<file path="src/rtl/bus_port_fifo.sv">
// First-word-fall-through packet queue between a host writer and a bus arbiter.
// Errors are latched into sticky overflow/underflow flags until cleared.
module bus_port_fifo #(
  parameter int pckg_sz = 16,
  parameter int depth   = 8
) (
  input  logic                       clk,
  input  logic                       reset,
  input  logic                       wr_en,
  input  logic [pckg_sz-1:0]         wr_data,
  input  logic                       pop,
  output logic [pckg_sz-1:0]         D_pop,
  output logic                       pndng,
  output logic                       full,
  output logic [$clog2(depth+1)-1:0] count,
  output logic                       overflow,
  output logic                       underflow,
  input  logic                       clr_flags
);

  localparam int PTR_W = $clog2(depth);
  localparam int CNT_W = $clog2(depth+1);

  logic [pckg_sz-1:0] mem [depth];
  logic [PTR_W-1:0]   wr_ptr;
  logic [PTR_W-1:0]   rd_ptr;
  logic               wr_acc;
  logic               pop_acc;
  logic               ovf_evt;
  logic               unf_evt;

  assign pndng   = (count != '0);
  assign full    = (count == CNT_W'(depth));
  // A full FIFO still takes a write when the head leaves in the same cycle.
  assign wr_acc  = wr_en & (~full | pop);
  assign pop_acc = pop & pndng;
  assign ovf_evt = wr_en & full & ~pop;
  // A pop on an empty FIFO paired with a write is not an error: the write is simply taken.
  assign unf_evt = pop & ~pndng & ~wr_en;

  assign D_pop = pndng ? mem[rd_ptr] : '0;

  // Storage is data only and needs no reset; pointers decide what is valid.
  always_ff @(posedge clk) begin
    if (wr_acc && !reset) begin
      mem[wr_ptr] <= wr_data;
    end
  end

  always_ff @(posedge clk) begin
    if (reset) begin
      wr_ptr    <= '0;
      rd_ptr    <= '0;
      count     <= '0;
      overflow  <= 1'b0;
      underflow <= 1'b0;
    end else begin
      if (wr_acc) begin
        wr_ptr <= wr_ptr + PTR_W'(1);
      end
      if (pop_acc) begin
        rd_ptr <= rd_ptr + PTR_W'(1);
      end
      if (wr_acc && !pop_acc) begin
        count <= count + CNT_W'(1);
      end else if (pop_acc && !wr_acc) begin
        count <= count - CNT_W'(1);
      end
      overflow  <= (overflow & ~clr_flags) | ovf_evt;
      underflow <= (underflow & ~clr_flags) | unf_evt;
    end
  end

endmodule

</file>
<file path="config.mk">
export PLATFORM = sky130hd
export DESIGN_NAME = bus_port_fifo
export DESIGN_NICKNAME = d
export VERILOG_FILES = /design/src/rtl/bus_port_fifo.sv
export SDC_FILE = /design/constraint.sdc
export NUM_CORES = 1
export LEC_CHECK = 0
export CORE_ASPECT_RATIO = 0.7
export CORE_MARGIN = 2
export CORE_UTILIZATION = 53
export CTS_BUF_LIST = sky130_fd_sc_hd__clkbuf_4 sky130_fd_sc_hd__clkbuf_8
export DETAILED_ROUTE_END_ITERATION = 16
export PLACE_DENSITY = 0.74
export SKIP_LAST_GASP = 1
export SLEW_MARGIN = 20
export SYNTH_ARGS = -nofsm -noshare
export SYNTH_HDL_FRONTEND = slang
export SYNTH_SLANG_ARGS = --single-unit
</file>
<file path="constraint.sdc">
create_clock -name clk -period 6.5 [get_ports clk]
set_clock_uncertainty 0.15 [all_clocks]
set_input_delay 1.3 -clock clk [delete_from_list [all_inputs] [get_ports clk]]
set_output_delay 1.3 -clock clk [all_outputs]
set_load 0.02 [all_outputs]
</file>
Word-level counts from Yosys, hierarchy flattened
Memory sizes are Yosys's and may differ from the RTL's. A register that Yosys moved wholly into a read port is not among the register bits.
Cells that the tools add are included.

storage, ports and cells
  register bits after elaboration = 12
  RAM bits = 128
  input bits = 21
  output and inout port bits = 24
  memories = 1

memories
  memory  words  width  rd ports  clocked after memory_dff  write ports  RTL line  RTL
  mem     8      16     1         1                         1            24        logic [pckg_sz-1:0] mem [depth];

cells by class
  add/subtract/negate cells = 4
  equality and inequality tests = 1
  multiplexer cells = 7
  bitwise gates (word level) = 16
  reductions and logical operators = 8

operators with widths
  operator                                                             number
  16-bit two-way mux                                                   1
  1-bit AND                                                            8
  4-bit two-way mux                                                    2
  3-bit by 1-bit adder with 3-bit output (second input constant)       2
  3-bit two-way mux                                                    2
  1-bit NOT                                                            5
  4-bit by 1-bit adder with 4-bit output (second input constant)       1
  4-bit equality test (second input constant)                          1
  4-bit nonzero test                                                   1
  4-bit by 1-bit subtractor with 4-bit output (second input constant)  1
  1-bit logical AND                                                    3
  1-bit logical NOT                                                    3
  1-bit OR                                                             3
  1-bit two-way mux                                                    2
  2-bit nonzero test                                                   1

Depth between registers and ports, before layout
  depth in word-level cells = 8
  mapped depth = 10

Least setup slack after synthesis
OpenSTA, ideal clock, no wires.

  path type = input to register
  start point = input port pop
  end point = memory mem[1][0], enable pin
  arrival = 3.118 ns
  required time = 5.920 ns
  setup slack = 2.802 ns
  stages = 3
  buffers on the path = 0
  cell sequence = o21a_4 nand2_1 nor4_1

between the ends
  cells in the longest elaborated chain, start to end = 5

RTL lines
  what                                     RTL line  RTL
  start: declaration                       11        input logic pop,
  1-bit OR                                 35        assign wr_acc = wr_en & (~full | pop);
  1-bit AND                                35
  1-bit logical AND                        45        if (wr_acc && !reset) begin
  1-bit two-way mux                        45
  1-bit two-way mux (not written as such)  46        mem[wr_ptr] <= wr_data;
  end: declaration                         24

Every way passes these cells.

==> results.txt <==
* First-pass GRT wire length: 16.0 mm
- Most area-consuming cells after synthesis: sky130_fd_sc_hd__edfxtp_1 (69%), sky130_fd_sc_hd__mux4_2 (13%), sky130_fd_sc_hd__dfxtp_1 (5.4%)
- Number of global-route vias before repair: 2843
* Min-delay worst type: reg2reg
- Boundary pin count: 45
- Die Span X: 127 microns
- Fmax: 243 MHz
* CTS clock-pin slew for the worst setup and hold paths: approximately 0.08 ns
- The number of hold buffers added after CTS was 0.
- Gate Count Post-Synth: 286
- The cell area that synthesis handed to floorplanning was 5600 sq um.
- TritonCTS built the clock tree.
- Synthesized netlist net count: about 310
- For the worst setup path, the data required time is just over 5 ns.
* Worst r2r src: count[0]
* Ys Warns: 0
- Data on the critical path arrives at its endpoint at between 2 and 3 ns.
- Share of final-layout standard cells stronger than drive strength 1: 24.7%
- Length in cells of the worst reg-to-reg path: 11
* Storage cell area: 4150 sq um
* Hold path depth: 2
- Clk root buf: sky130_fd_sc_hd__clkbuf_8
* Antenna violations before repair: 0
* Worst R2R End: count[3]
* Number of routed nets with antenna violations: 0
- The final number of max-transition violations came to 0.
- In the final layout, the multi-input gates occupy ~1400 sq um.
- Endpoints failing setup: 0
* Synthesized flop and latch total: 143
- Wires add up to 10.1 mm.
- Detailed-route via count: 2750
- Final Hold Vio Count: 0
- Routability-driven placement finished with a final weighted congestion of around 0.80.
* Die footprint: around 11000 sq um
- The core region is between 10000 and 15000 sq um.
- Maximum number of pins on one net before global-route repair: 33
- The share of synthesized area in the top cell type comes to roughly two thirds.
* Slew of the pin with the lowest slew margin: 0.719 ns
* Clk Latency, worst-skew pair: 0.42 ns
* Summed negative setup slack over all endpoints: 0 ns
* Final Cycle Share: 63.4%
* Resize count post-CTS: 0
- Post-detail-place hpwl: 5.79 mm
- Commonest cells after routing, fill and taps aside: sky130_fd_sc_hd__edfxtp_1 (128), sky130_fd_sc_hd__clkdlybuf4s50_1 (44), sky130_fd_sc_hd__mux4_2 (32), sky130_fd_sc_hd__nor2_1 (31), sky130_fd_sc_hd__mux2i_1 (18)
- Clock tree synthesis found a total of 143 sinks.
- Summed over all cells, the static leakage comes to 2.14 nW.
- Outcome: completed
- The number of setup buffers added after CTS is 0.
- The H-tree was split into 4 levels.
* Post-placement cell area: 6270 sq um
- Total of fill cells in the finished design: 697
* Crit path kind: reg2out
- Height of the die: between 90 and 100 microns
- For this configuration, the core starts out at a cell density of between 50% and 60%.
- The worst hold path begins at underflow.
* Site row count: 31
- Across all setup checks in the final design, the least slack found is 2.38 ns.
- Min Clock Period, post-route: 4.12 ns
- Crit path max fanout: 32
* Synthesized area divided by synthesized cell count: just under 20 sq um
- For this run, design rule violations remaining after detail routing come to 0.
- Overall overflow remaining after global route: 0
- The area growth from synthesis to layout is 20.1%.
* Detailed router's first-iteration violation count: 217
- Register-to-register setup slack: 3.51 ns
* Sort of element at the end of the critical path: output port
- Max-Slew Margin vs Limit: between 50 and 60%
- The worst setup path is launched from a flop.
- The library cell used most frequently in the layout, excluding fill and tap cells, is sky130_fd_sc_hd__edfxtp_1.
- Endpoint with the worst hold slack: underflow
- Vias per cell: 5.59
* Pwr/cell area: 383 nW/um^2
- # port buffers: 44
- Unique masters post-synth: 31
* Average routed wire per standard cell: 20.5 microns
* Max-cap viol count: 0
- Setup slack at placement: 2.68 ns
- Sequential share of the synthesized area: ~74%
* Maximum vdd ir drop: around 0.23 mV
- Antenna cell count: 0
- Buffers inserted during clock tree synthesis total 17.
- First drt pass iteration count: 5
- Summed over all instances, the cell type with the most area after synthesis is sky130_fd_sc_hd__edfxtp_1.
* Number of nets in the layout: 374
* Longest Clk Path Bufs: 2
- In the global route stage, overall resource usage came out at between 10% and 20%.
* Final instance area: a little under 7000 sq um
- Setup repair after global routing missed its margin: no
==> worst max-delay path by stage <==
| stage | slack, ns | to | cells after the start | from |
|---|---|---|---|---|
| 5_1_grt | 2.17 | D_pop[12] | 5 | flop |
| 3_3_place_gp | 2.75 | count[3] | 9 | pop |
| 4_1_cts | 2.31 | D_pop[1] | 5 | flop |
| 2_1_floorplan | 2.80 | mem[1][0] | 3 | pop |
| 6_report | 2.38 | D_pop[1] | 5 | flop |
| 3_5_place_dp | 2.68 | count[3] | 9 | pop |
==> power breakdown <==
part | internal [W] | switching [W]
Clock | 0.000455 | 0.000325
Combinational | 0.000362 | 0.000366
Sequential | 0.00104 | 0.0000304
Total | 0.00186 | 0.000721
==> synth_stat cells (all sizes together) <==
cell / count
nand2b: 5
edfxtp: 128
nand3b: 2
nand3: 3
a211oi: 1
xor2: 4
or4b: 1
xnor2: 1
nor3: 4
ha: 5
o21a: 1
a21oi: 6
dfxtp: 15
o211ai: 1
nor4: 3
clkbuf: 7
inv: 3
mux2: 1
mux4: 32
mux2i: 18
nor2: 31
nand2: 3
a31oi: 1
buf: 7
nor2b: 2
fa: 1
==> worst max-delay path, cell delays in order (launching register included) <==
cell and delay [ns]:
sky130_fd_sc_hd__dfxtp_2 0.32, sky130_fd_sc_hd__buf_4 0.51, sky130_fd_sc_hd__mux4_2 0.58, sky130_fd_sc_hd__mux2i_1 0.22
sky130_fd_sc_hd__nor2_1 0.06, sky130_fd_sc_hd__clkdlybuf4s50_1 0.54
==> sequential cells by signal, summed over array words and instances, names as in the netlist, named ones only <==
| register | cells |
|---|---|
| wr_ptr | 3 |
| underflow | 1 |
| overflow | 1 |
| rd_ptr | 3 |
| mem | 128 |
| count | 4 |
==> metrics by stage <==
step	hold slack, ns	std cells	utilization (%)	power (W)
5_1_grt	0.371	492	65.2	0.00270
3_5_place_dp	0.331	460	60.8	0.00183
3_3_place_gp	0.304	460	60.8	0.00182
6_report	0.344	492	65.2	0.00258
4_1_cts	0.346	492	65.2	0.00261
2_1_floorplan	0.304	286	-	0.00157
==> layout make-up <==
cell class	instances	area share (%)
inverters	3	0.167
clock inverters	15	3.26
clock buffers	17	3.48
repair buffers	56	7.89
well taps	132	2.46
flip-flops and latches	143	61.6
multi-input cells	126	21.1
==> routing by layer <==
layer	routed length [microns]	vias to the layer above	track usage [%]
li1	-	1259	-
met1	4430	1397	28.4
met2	4860	87	28.3
met3	718	7	5.48
met4	74	0	5.68
met5	0	-	0
==> cell families after synthesis <==
kind of cell | synth area share (%)
XOR/XNOR | 0.782
buffers and inverters | 1.25
multiplexers | 16.3
AO/OA/AOI/OAI | 1.25
flip-flops | 74.0
AND/OR/NAND/NOR | 4.98
adder cells (fa/ha/maj) | 1.47
No activity file was read; power rests on OpenSTA's default activity.
